--- src/rtl/multi_cycle_ctrl_if.sv ---
// Control bus between a multi-cycle MIPS-style datapath (master) and its
// sequencing controller (slave).
interface multi_cycle_ctrl_if;
    logic [5:0]  op;
    logic [5:0]  func;
    logic        zero;
    logic        mem_ready;
    logic [2:0]  state;
    logic        pc_we;
    logic        ir_we;
    logic [1:0]  npc_sel;
    logic        reg_we;
    logic [1:0]  reg_dst;
    logic [1:0]  wd_sel;
    logic        alu_src;
    logic        ext_op;
    logic [2:0]  alu_op;
    logic        mem_re;
    logic        mem_we;
    logic        illegal;
    logic [31:0] instr_cnt;

    // Handshake: mem_re/mem_we are requests held high every cycle until the
    // memory answers with mem_ready=1 in the same cycle; the access completes
    // on that clock edge and the request drops the following cycle.
    modport master (
        output op, func, zero, mem_ready,
        input  state, pc_we, ir_we, npc_sel, reg_we, reg_dst, wd_sel,
               alu_src, ext_op, alu_op, mem_re, mem_we, illegal, instr_cnt
    );

    modport slave (
        input  op, func, zero, mem_ready,
        output state, pc_we, ir_we, npc_sel, reg_we, reg_dst, wd_sel,
               alu_src, ext_op, alu_op, mem_re, mem_we, illegal, instr_cnt
    );
endinterface

--- src/rtl/multi_cycle_ctrl.sv ---
// Multi-cycle controller: IF/ID/EX/MEM/WB sequencer with a latched
// instruction class and a retired-instruction counter.
module multi_cycle_ctrl (
    input  logic              clk,
    input  logic              reset,
    multi_cycle_ctrl_if.slave bus
);
    typedef enum logic [2:0] {
        S_IF  = 3'd0,
        S_ID  = 3'd1,
        S_EX  = 3'd2,
        S_MEM = 3'd3,
        S_WB  = 3'd4
    } state_t;

    typedef enum logic [3:0] {
        C_NOP, C_ADDU, C_SUBU, C_ORI, C_LUI, C_LW, C_SW, C_BEQ, C_JAL, C_JR, C_ILL
    } class_t;

    state_t      state_q, state_d;
    class_t      cls_q, dec_cls;
    logic [31:0] cnt_q;
    logic        retire;

    logic        pc_we_c, ir_we_c, reg_we_c, mem_re_c, mem_we_c, illegal_c;
    logic [1:0]  npc_sel_c, reg_dst_c, wd_sel_c;
    logic        alu_src_c, ext_op_c;
    logic [2:0]  alu_op_c;

    always_comb begin
        dec_cls = C_ILL;
        case (bus.op)
            6'h00: begin
                case (bus.func)
                    6'h00:   dec_cls = C_NOP;
                    6'h21:   dec_cls = C_ADDU;
                    6'h23:   dec_cls = C_SUBU;
                    6'h08:   dec_cls = C_JR;
                    default: dec_cls = C_ILL;
                endcase
            end
            6'h0D:   dec_cls = C_ORI;
            6'h0F:   dec_cls = C_LUI;
            6'h23:   dec_cls = C_LW;
            6'h2B:   dec_cls = C_SW;
            6'h04:   dec_cls = C_BEQ;
            6'h03:   dec_cls = C_JAL;
            default: dec_cls = C_ILL;
        endcase
    end

    always_ff @(posedge clk) begin
        if (reset) begin
            state_q <= S_IF;
            cls_q   <= C_NOP;
            cnt_q   <= 32'd0;
        end else begin
            state_q <= state_d;
            if (state_q == S_ID) cls_q <= dec_cls;
            if (retire) cnt_q <= cnt_q + 32'd1;
        end
    end

    // ALU setup stays stable across EX and MEM so the address holds during waits.
    always_comb begin
        alu_src_c = 1'b0;
        ext_op_c  = 1'b0;
        alu_op_c  = 3'b000;
        if (state_q == S_EX || state_q == S_MEM) begin
            case (cls_q)
                C_SUBU, C_BEQ: alu_op_c = 3'b001;
                C_ORI:   begin alu_op_c = 3'b010; alu_src_c = 1'b1; end
                C_LUI:   begin alu_op_c = 3'b011; alu_src_c = 1'b1; end
                C_LW, C_SW: begin alu_src_c = 1'b1; ext_op_c = 1'b1; end
                default: alu_op_c = 3'b000;
            endcase
        end
    end

    always_comb begin
        state_d   = S_IF;
        retire    = 1'b0;
        pc_we_c   = 1'b0;
        ir_we_c   = 1'b0;
        reg_we_c  = 1'b0;
        mem_re_c  = 1'b0;
        mem_we_c  = 1'b0;
        illegal_c = 1'b0;
        npc_sel_c = 2'b00;
        reg_dst_c = 2'b00;
        wd_sel_c  = 2'b00;
        case (state_q)
            S_IF: begin
                ir_we_c = 1'b1;
                pc_we_c = 1'b1;
                state_d = S_ID;
            end
            S_ID: begin
                case (dec_cls)
                    C_NOP:   begin state_d = S_IF; retire = 1'b1; end
                    C_ILL:   begin state_d = S_IF; illegal_c = 1'b1; end
                    C_JAL:   state_d = S_WB;
                    default: state_d = S_EX;
                endcase
            end
            S_EX: begin
                case (cls_q)
                    C_LW, C_SW: state_d = S_MEM;
                    C_BEQ: begin
                        pc_we_c   = bus.zero;
                        npc_sel_c = 2'b01;
                        retire    = 1'b1;
                    end
                    C_JR: begin
                        pc_we_c   = 1'b1;
                        npc_sel_c = 2'b11;
                        retire    = 1'b1;
                    end
                    default: state_d = S_WB;
                endcase
            end
            S_MEM: begin
                mem_re_c = (cls_q == C_LW);
                mem_we_c = (cls_q == C_SW);
                if (!bus.mem_ready) state_d = S_MEM;
                else if (cls_q == C_LW) state_d = S_WB;
                else retire = 1'b1;
            end
            S_WB: begin
                reg_we_c = 1'b1;
                retire   = 1'b1;
                case (cls_q)
                    C_ADDU, C_SUBU: reg_dst_c = 2'b01;
                    C_LW:           wd_sel_c  = 2'b01;
                    C_JAL: begin
                        pc_we_c   = 1'b1;
                        npc_sel_c = 2'b10;
                        reg_dst_c = 2'b10;
                        wd_sel_c  = 2'b10;
                    end
                    default: reg_dst_c = 2'b00;
                endcase
            end
            default: state_d = S_IF;
        endcase
    end

    assign bus.state     = state_q;
    assign bus.instr_cnt = cnt_q;
    assign bus.pc_we     = reset ? 1'b0 : pc_we_c;
    assign bus.ir_we     = reset ? 1'b0 : ir_we_c;
    assign bus.reg_we    = reset ? 1'b0 : reg_we_c;
    assign bus.mem_re    = reset ? 1'b0 : mem_re_c;
    assign bus.mem_we    = reset ? 1'b0 : mem_we_c;
    assign bus.illegal   = reset ? 1'b0 : illegal_c;
    assign bus.npc_sel   = reset ? 2'b00 : npc_sel_c;
    assign bus.reg_dst   = reset ? 2'b00 : reg_dst_c;
    assign bus.wd_sel    = reset ? 2'b00 : wd_sel_c;
    assign bus.alu_src   = reset ? 1'b0 : alu_src_c;
    assign bus.ext_op    = reset ? 1'b0 : ext_op_c;
    assign bus.alu_op    = reset ? 3'b000 : alu_op_c;
endmodule

--- src/flat_wrapper.sv ---
// flat-port wrapper written by rule: the top's interface ports become plain ports
module multi_cycle_ctrl_flat 
  (clk, reset, bus_op, bus_func, bus_zero, bus_mem_ready, bus_state, bus_pc_we, bus_ir_we, bus_npc_sel, bus_reg_we, bus_reg_dst, bus_wd_sel, bus_alu_src, bus_ext_op, bus_alu_op, bus_mem_re, bus_mem_we, bus_illegal, bus_instr_cnt);
  multi_cycle_ctrl_if bus_i ();
  input  logic clk;
  input  logic reset;
  input wire logic [$bits(bus_i.op)-1:0] bus_op;
  input wire logic [$bits(bus_i.func)-1:0] bus_func;
  input wire logic [$bits(bus_i.zero)-1:0] bus_zero;
  input wire logic [$bits(bus_i.mem_ready)-1:0] bus_mem_ready;
  output wire logic [$bits(bus_i.state)-1:0] bus_state;
  output wire logic [$bits(bus_i.pc_we)-1:0] bus_pc_we;
  output wire logic [$bits(bus_i.ir_we)-1:0] bus_ir_we;
  output wire logic [$bits(bus_i.npc_sel)-1:0] bus_npc_sel;
  output wire logic [$bits(bus_i.reg_we)-1:0] bus_reg_we;
  output wire logic [$bits(bus_i.reg_dst)-1:0] bus_reg_dst;
  output wire logic [$bits(bus_i.wd_sel)-1:0] bus_wd_sel;
  output wire logic [$bits(bus_i.alu_src)-1:0] bus_alu_src;
  output wire logic [$bits(bus_i.ext_op)-1:0] bus_ext_op;
  output wire logic [$bits(bus_i.alu_op)-1:0] bus_alu_op;
  output wire logic [$bits(bus_i.mem_re)-1:0] bus_mem_re;
  output wire logic [$bits(bus_i.mem_we)-1:0] bus_mem_we;
  output wire logic [$bits(bus_i.illegal)-1:0] bus_illegal;
  output wire logic [$bits(bus_i.instr_cnt)-1:0] bus_instr_cnt;
  assign bus_i.op = bus_op;
  assign bus_i.func = bus_func;
  assign bus_i.zero = bus_zero;
  assign bus_i.mem_ready = bus_mem_ready;
  assign bus_state = bus_i.state;
  assign bus_pc_we = bus_i.pc_we;
  assign bus_ir_we = bus_i.ir_we;
  assign bus_npc_sel = bus_i.npc_sel;
  assign bus_reg_we = bus_i.reg_we;
  assign bus_reg_dst = bus_i.reg_dst;
  assign bus_wd_sel = bus_i.wd_sel;
  assign bus_alu_src = bus_i.alu_src;
  assign bus_ext_op = bus_i.ext_op;
  assign bus_alu_op = bus_i.alu_op;
  assign bus_mem_re = bus_i.mem_re;
  assign bus_mem_we = bus_i.mem_we;
  assign bus_illegal = bus_i.illegal;
  assign bus_instr_cnt = bus_i.instr_cnt;
  multi_cycle_ctrl u_core (.clk(clk), .reset(reset), .bus(bus_i));
endmodule
--- config.mk ---
export PLATFORM = sky130hd
export DESIGN_NAME = multi_cycle_ctrl_flat
export DESIGN_NICKNAME = d
export VERILOG_FILES = /design/src/rtl/multi_cycle_ctrl_if.sv /design/src/rtl/multi_cycle_ctrl.sv /design/src/flat_wrapper.sv
export SDC_FILE = /design/constraint.sdc
export NUM_CORES = 1
export LEC_CHECK = 0
export ABC_AREA = 1
export CAP_MARGIN = 25
export CORE_UTILIZATION = 30
export DETAILED_ROUTE_END_ITERATION = 8
export PLACE_DENSITY = 0.64
export SYNTH_ARGS = -nofsm -noshare
export SYNTH_HDL_FRONTEND = slang
export SYNTH_SLANG_ARGS = --single-unit
--- constraint.sdc ---
create_clock -name clk -period 2.4 [get_ports clk]
set_input_delay 0.24 -clock clk [delete_from_list [all_inputs] [get_ports clk]]
set_output_delay 0.24 -clock clk [all_outputs]
set_load 0.02 [all_outputs]
==> run summary, run 1 <==
endpoint type of the worst setup path -> primary output
Worst EP required -> 2.16 ns
worst path cell trace -> nor2_1, inv_1, nor2_2, inv_1, nor2_1, inv_1, a21oi_1, clkdlybuf4s50_1
Crit. Startpoint -> u_core.bus.state[1]
vias post-DR -> 3048
Fmax -> 445 MHz
IO buf count -> 66
Final Util -> 40.6%
Area Growth Syn to Fin -> 32.3%
syn avg cell area -> 6.23 um2
Total GRT Usage -> 15.5%
die height -> 99.0 um
HPWL Detailed -> 5.71 mm
initial antenna violation count -> 0
RePlAce Congestion -> 0.938
Die X -> 99.0 um
Fillers -> 957
final wirelength -> 7.44 mm
r2r endpoint -> u_core.bus.instr_cnt[26]
Netlist Area Pre-Place -> 2820 um2
period utilisation layout -> 93.6%
PwrDens -> 343 nW/um2
Post-CTS Resized -> 3
drt drc -> 0
kind of critical path -> reg2out
synthesized flop and latch total -> 39
Buf/Inv on CP -> 4
Final setup viols -> 0
r2r startpoint -> u_core.bus.instr_cnt[0]
Worst Skew -> 0.0104 ns
Tmin final -> 2.25 ns
FP Rows -> 35
crit start category -> register
routed len/inst -> 11.7 um
Worst Path Arrival -> 2.01 ns
ANT cells -> 0
Longest Clk Path Bufs -> 2
CP max stage delay -> 0.62 ns
root buffer cell -> clkbuf_8
fraction of layout cells with a size suffix above 1 -> 8.56%
Max Cap Viol -> 0
Slew Viols, Final -> 0
CP Max Fanout -> 4
most frequent cells in the layout -> nand2_1 (102), clkdlybuf4s50_1 (59), inv_1 (53), nor2_1 (53), nand3_1 (45)
Seq/Total Area, Yosys -> 27.6%
Flop pwr share -> 52.0%
combinational share of power -> 14.5%
DRT Pass-1 Iters -> 4
Post-CTS Setup Bufs -> 0
Slowest cell on crit path -> clkdlybuf4s50_1
CTS Hold Bufs -> 0
Pint -> 0.000936 W
Worst-Skew Late Latency -> 0.29 ns
die area -> 9800 um2
TritonCTS buffer count -> 5
area share of the largest cell type after synthesis -> 27.6%
Crit path top cell by count -> inv_1
Clk network pwr share -> 33.5%
Unique masters post-synth -> 35
core area -> 9200 um2
Crit. path cell count -> 8
yosys warns -> 0
Hold Slack -> 0.523 ns
Routed Antenna Nets -> 0
Initial Util -> 30.7%
Ports -> 68
run status -> finished clean
Worst Setup EP -> bus_npc_sel[1]
DRT iter0 DRCs -> 150
number of global-route vias before repair -> 2807
CTS tree -> built
Clk pin slew, worst setup/hold paths -> 0.08 ns
Nets -> 542
cell taking the most area after synthesis -> dfxtp_1
first-pass GRT wire length -> 12.5 mm
CP delay by family, top -> buffers and inverters
sw frac -> 26.9%
synth top area cells -> dfxtp_1 (28%), nand2_1 (14%), nand3_1 (8.0%)
RSZ-0062 raised after global routing -> no
worst hold path class -> reg2reg
H-tree levels -> 2
pre-CTS setup slack -> -0.0723 ns
maximum vdd drop -> 0.180 mV
GRT overflow -> 0
sw power -> 0.000344 W
reg-to-reg slack, setup -> 0.34 ns
Final WS setup -> 0.154 ns
synthesized net count -> 470
largest net degree at the start of global routing -> 37
vias per cell -> 4.78
leading cell type in the layout, fill and taps excluded -> nand2_1
cell count after synthesis -> 453
Leak Pwr -> 1.51 nW
path depth of the worst reg2reg path -> 11
Hold Vio Cnt, Final -> 0
CTS Sinks -> 39
[worst reg2reg max path, stage by stage (launching register included)]
cell     delay (ns)
dfxtp_1        0.41
ha_1           0.26
nand3_2        0.10
nor2_1         0.16
inv_1          0.11
nor2_2         0.14
inv_1          0.10
nor2_1         0.23
nand2_1        0.12
xnor2_1        0.16
nand2_1        0.07
a21oi_1        0.12
[sequential cells by signal (all words and copies together), names as in the netlist]
name / flops
u_core.bus.state: 3
u_core.cls_q: 4
u_core.bus.instr_cnt: 32
[per-layer routing]
metal	global-route usage, %	vias up	wire, um
met5	0	-	0
met4	4.82	0	123
met3	2.77	8	320
met2	28.1	76	3580
met1	18.6	1362	3420
li1	-	1602	-
[final cells by class]
type	count	area, um2	share of cell area [%]
flip-flops and latches	39	782	20.9
clock buffers	7	76.3	2.04
inverters	56	210	5.63
multi-input cells	343	1750	46.8
clock inverters	1	5.00	0.134
repair buffers	80	776	20.8
well taps	111	139	3.72
[cells in the mapped netlist (all sizes together)]
| cell | n |
|---|---|
| clkbuf | 5 |
| a211oi | 1 |
| nand4 | 9 |
| o211ai | 1 |
| ha | 1 |
| nor2 | 66 |
| nand3b | 1 |
| buf | 10 |
| a21oi | 40 |
| nor3 | 21 |
| xnor2 | 7 |
| or2 | 1 |
| nand2 | 104 |
| o22ai | 1 |
| conb | 1 |
| nand3 | 47 |
| o21bai | 1 |
| o21ai | 8 |
| nor4 | 7 |
| xor2 | 23 |
| a31oi | 2 |
| inv | 56 |
| dfxtp | 39 |
| a32oi | 1 |
[stage by stage]
step	area, um2	power, W	setup TNS [ns]	instances
finish	3740	0.00128	0	637
global route	3740	0.00135	0	637
CTS	3720	0.00130	0	637
detailed placement	3640	0.000868	-0.0723	629
global placement	3640	0.000866	-0.0914	629
floorplan	2820	0.000794	0	453
[cells by family (layout without fill, tap and decap cells)]
family	after synthesis	in the layout	share of synthesized area (%)
other	1	1	0.133
xor gates and xnor gates	30	30	9.30
adders and majority gates	1	1	0.443
DFF	39	39	27.6
AOI/OAI and AO/OA	55	55	10.7
and+or+nand+nor	256	256	41.1
buffers and inverters	71	144	10.6
[worst min path at each step]
stage,start,end,slack (ns),cells after the start
after floorplan,bus_mem_ready,u_core.bus.state[0],0.47,3
after global placement,u_core.bus.instr_cnt[31],u_core.bus.instr_cnt[31],0.50,2
after detailed placement,u_core.bus.instr_cnt[1],u_core.bus.instr_cnt[1],0.52,2
after CTS,u_core.bus.instr_cnt[1],u_core.bus.instr_cnt[1],0.53,2
after global routing,u_core.bus.instr_cnt[1],u_core.bus.instr_cnt[1],0.55,2
final,u_core.bus.instr_cnt[1],u_core.bus.instr_cnt[1],0.52,2
[power by group through the flow]
stage	Sequential (W)	Combinational, W	Clock, W
2_1_floorplan	0.000683	0.000112	0
3_3_place_gp	0.000681	0.000185	0
3_5_place_dp	0.000681	0.000188	0
4_1_cts	0.000666	0.000186	0.000444
5_1_grt	0.000668	0.000208	0.000474
6_report	0.000666	0.000186	0.000428
Note: power is estimated with default switching activity, not from simulation.
==> run 2: changes to the inputs <==
--- a/config.mk
+++ b/config.mk
@@ -5,7 +5,6 @@
 export SDC_FILE = /design/constraint.sdc
 export NUM_CORES = 1
 export LEC_CHECK = 0
-export ABC_AREA = 1
 export CAP_MARGIN = 25
 export CORE_UTILIZATION = 30
 export DETAILED_ROUTE_END_ITERATION = 8
==> run summary, run 2 <==
Final setup viols -> 0 (unchanged)
Seq/Total Area, Yosys -> 28.8% (was 27.6%)
vias post-DR -> 2944 (was 3048)
Worst Path Arrival -> 2.58 ns (was 2.01 ns)
largest net degree at the start of global routing -> 63 (was 37)
core area -> 8720 um2 (was 9200 um2)
length of routed wiring on met1 -> 3.49 mm (was 3.42 mm)
Nets -> 471 (was 542)
Hold Crit Depth -> 2 (unchanged)
DP Cell Count -> 552 (was 629)
HPWL Detailed -> 5.28 mm (was 5.71 mm)
Area Growth Syn to Fin -> 52.0% (was 32.3%)
FP Rows -> 34 (was 35)
path depth of the worst reg2reg path -> 5 (was 11)
vias per cell -> 5.23 (was 4.78)
Max Cap Viol -> 0 (unchanged)
setup tns final -> 0 ns (unchanged)
Die X -> 97.0 um (was 99.0 um)
Rel. slew slack -> 60.1%
Met2 Routed Length -> 3.69 mm (was 3.58 mm)
Tmin final -> 2.40 ns (was 2.25 ns)
asr flop ratio synth -> 0% (unchanged)
RSZ-0062 raised after global routing -> yes (was no)
CTS Hold Bufs -> 0 (unchanged)
drt drc -> 0 (unchanged)
Leak Pwr -> 1.55 nW (was 1.51 nW)
endpoint type of the worst setup path -> register (was primary output)
most frequent cells in the layout -> buf_4 (49), clkdlybuf4s50_1 (48), nor2_1 (43) (was nand2_1 (102), clkdlybuf4s50_1 (59), inv_1 (53), nor2_1 (53), nand3_1 (45))
Ports -> 68 (unchanged)
worst hold path class -> in2reg (was reg2reg)
Netlist Area Pre-Place -> 2710 um2 (was 2820 um2)
Top Layer Used -> met4 (unchanged)
Least-Margin Pin Slew -> 0.598 ns
CTS tree -> built (unchanged)
CP max stage delay -> 0.48 ns (was 0.62 ns)
Hold EP -> u_core.cls_q[2] (was u_core.bus.instr_cnt[1])
Unique masters post-synth -> 49 (was 35)
Worst EP required -> 2.58 ns (was 2.16 ns)
r2r startpoint -> u_core.bus.state[0] (was u_core.bus.instr_cnt[0])
post-route insts no fill -> 563 (was 637)
kind of critical path -> in2reg (was reg2out)
run status -> finished clean (unchanged)
initial antenna violation count -> 0 (unchanged)
placed inst area -> 3850 um2 (was 3640 um2)
ANT cells -> 0 (unchanged)
Initial Util -> 31.1% (was 30.7%)
RePlAce Congestion -> 0.832 (was 0.938)
Final Util -> 47.2% (was 40.6%)
pre-CTS setup slack -> -0.606 ns (was -0.0723 ns)
CTS Sinks -> 39 (unchanged)
syn avg cell area -> 7.67 um2 (was 6.23 um2)
Slew Viols, Final -> 0 (unchanged)
worst path cell trace -> buf_6, or3_4, a2111oi_4, nand3b_1, or4_4, buf_6, a2111oi_4, mux2_4 (was nor2_1, inv_1, nor2_2, inv_1, nor2_1, inv_1, a21oi_1, clkdlybuf4s50_1)
maximum vdd drop -> 0.177 mV (was 0.180 mV)
Final WS setup -> 0.00252 ns (was 0.154 ns)
synthesized flop and latch total -> 39 (unchanged)
Commonest cells post-synth -> nor2_1 (43), dfxtp_1 (39), a21oi_1 (34), nor2b_1 (33), nand2_1 (21) (was nand2_1 (102), nor2_1 (55), inv_1 (53), nand3_1 (45), a21oi_1 (40))
number of global-route vias before repair -> 2719 (was 2807)
leading cell type in the layout, fill and taps excluded -> buf_4 (was nand2_1)
reg-to-reg slack, setup -> 0.12 ns (was 0.34 ns)
area share of the largest cell type after synthesis -> 28.8% (was 27.6%)
PwrDens -> 323 nW/um2 (was 343 nW/um2)
met3 wire length -> 310 um (was 320 um)
CP Max Fanout -> 4 (unchanged)
Min-Delay Startpoint -> reset (was u_core.bus.instr_cnt[1])
Total GRT Usage -> 16.2% (was 15.5%)
yosys warns -> 0 (unchanged)
Worst Skew -> 0.00881 ns (was 0.0104 ns)
max FFs per register -> 32 (unchanged)
Fmax -> 417 MHz (was 445 MHz)
r2r endpoint -> u_core.bus.instr_cnt[14] (was u_core.bus.instr_cnt[26])
H-tree levels -> 2 (unchanged)
cell count after synthesis -> 353 (was 453)
cell taking the most area after synthesis -> dfxtp_1 (unchanged)
Worst-Skew Late Latency -> 0.30 ns (was 0.29 ns)
crit start category -> primary input (was register)
die area -> 9410 um2 (was 9800 um2)
DRT iter0 DRCs -> 183 (was 150)
Fillers -> 826 (was 957)
count leader, synth -> nor2_1 (was nand2_1)
synth top area cells -> dfxtp_1 (29%), nor2b_1 (7.6%), mux2_2 (7.1%) (was dfxtp_1 (28%), nand2_1 (14%), nand3_1 (8.0%))
root buffer cell -> clkbuf_8 (unchanged)
routed len/inst -> 13.5 um (was 11.7 um)
Hold Vio Cnt, Final -> 0 (unchanged)
first-pass GRT wire length -> 12.7 mm (was 12.5 mm)
Synth Flop Type -> dfxtp_1 (unchanged)
Post-synth EDFFs -> 0 (unchanged)
fraction of layout cells with a size suffix above 1 -> 29.2% (was 8.56%)
IO buf count -> 66 (unchanged)
period utilisation layout -> 99.9% (was 93.6%)
synthesized net count -> 370 (was 470)
Design Area, Final -> 4120 um2 (was 3740 um2)
die height -> 97.0 um (was 99.0 um)
Slowest cell on crit path -> or4_4 (was clkdlybuf4s50_1)
Routed Antenna Nets -> 0 (unchanged)
GRT overflow -> 0 (unchanged)
TritonCTS buffer count -> 5 (unchanged)
final wirelength -> 7.58 mm (was 7.44 mm)
Clk pin slew, worst setup/hold paths -> 0.07 ns (was 0.08 ns)
DRT Pass-1 Iters -> 4 (unchanged)
Longest Clk Path Bufs -> 2 (unchanged)
-- run 2: changes by cell type after synthesis, moves of 13 or more --
cell,change
clkbuf_1,+15
nand2_1,-81
nand3_1,-29
xor2_1,-23
inv_1,-49
mux2_2,+17
nor2b_1,+33
mux2_1,+13
-- run 2: routing by layer --
layer	up-vias	track usage (%)
li1	1474	-
met1	1406	20.6
met2	58	27.5
met3	6	3.54
met4	0	4.13
met5	-	0
-- run 2: timing repair --
item | 4_1_cts | 5_1_grt
pin swaps | 9 | 5
gates resized for setup | 63 | 14
endpoints found under the setup margin | 34 | 36
buffers inserted | 3 | 0
gates cloned | 1 | 0
endpoints found under the hold margin | 0 | 0
-- run 2: kinds of logic after synthesis --
| logic type | share of synthesized area, % |
|---|---|
| buffers and inverters | 4.62 |
| other | 0.138 |
| xor gates and xnor gates | 0.323 |
| and+or+nand+nor | 36.9 |
| AOI/OAI and AO/OA | 15.9 |
| muxes | 12.8 |
| adders and majority gates | 0.462 |
| DFF | 28.8 |
-- run 2: critical path, delay by kind of cell --
kind | cells | cell delay [ns]
AOI/OAI and AO/OA | 2 | 0.76
buffers and inverters | 2 | 0.25
muxes | 1 | 0.33
and+or+nand+nor | 3 | 0.98
-- run 2: final cells by class --
type,instances,area [um2],area share (%)
multi-input cells,283,1970,47.9
repair buffers,121,1120,27.3
flip-flops and latches,39,787,19.1
well taps,108,135,3.28
clock buffers,6,72.6,1.76
inverters,4,15.0,0.365
clock inverters,2,12.5,0.304
-- run 2: through the flow --
| step | power (W) | hold slack (ns) |
|---|---|---|
| 5_1_grt | 0.00139 | 0.296 |
| 6_report | 0.00133 | 0.279 |
| 3_5_place_dp | 0.000892 | 0.530 |
| 3_3_place_gp | 0.000888 | 0.498 |
| 4_1_cts | 0.00134 | 0.271 |
| 2_1_floorplan | 0.000784 | 0.418 |
-- run 2: worst max path at each step --
stage | startpoint | slack [ns] | end
finish | bus_func[0] | 0.003 | u_core.bus.instr_cnt[14]
global route | bus_func[0] | -0.05 | u_core.bus.instr_cnt[14]
CTS | bus_func[0] | -0.05 | u_core.bus.instr_cnt[2]
detailed placement | bus_func[1] | -0.61 | u_core.bus.instr_cnt[14]
global placement | bus_func[1] | -0.56 | u_core.bus.instr_cnt[14]
floorplan | bus_func[1] | -0.009 | u_core.bus.instr_cnt[6]
-- run 2: where the power goes --
group | leakage [nW] | switching, W | internal (W)
sequential | 0.316 | 0.0000104 | 0.000654
clock | 0.0412 | 0.000247 | 0.000203
combinational | 1.20 | 0.000113 | 0.000100
total | 1.55 | 0.000371 | 0.000957
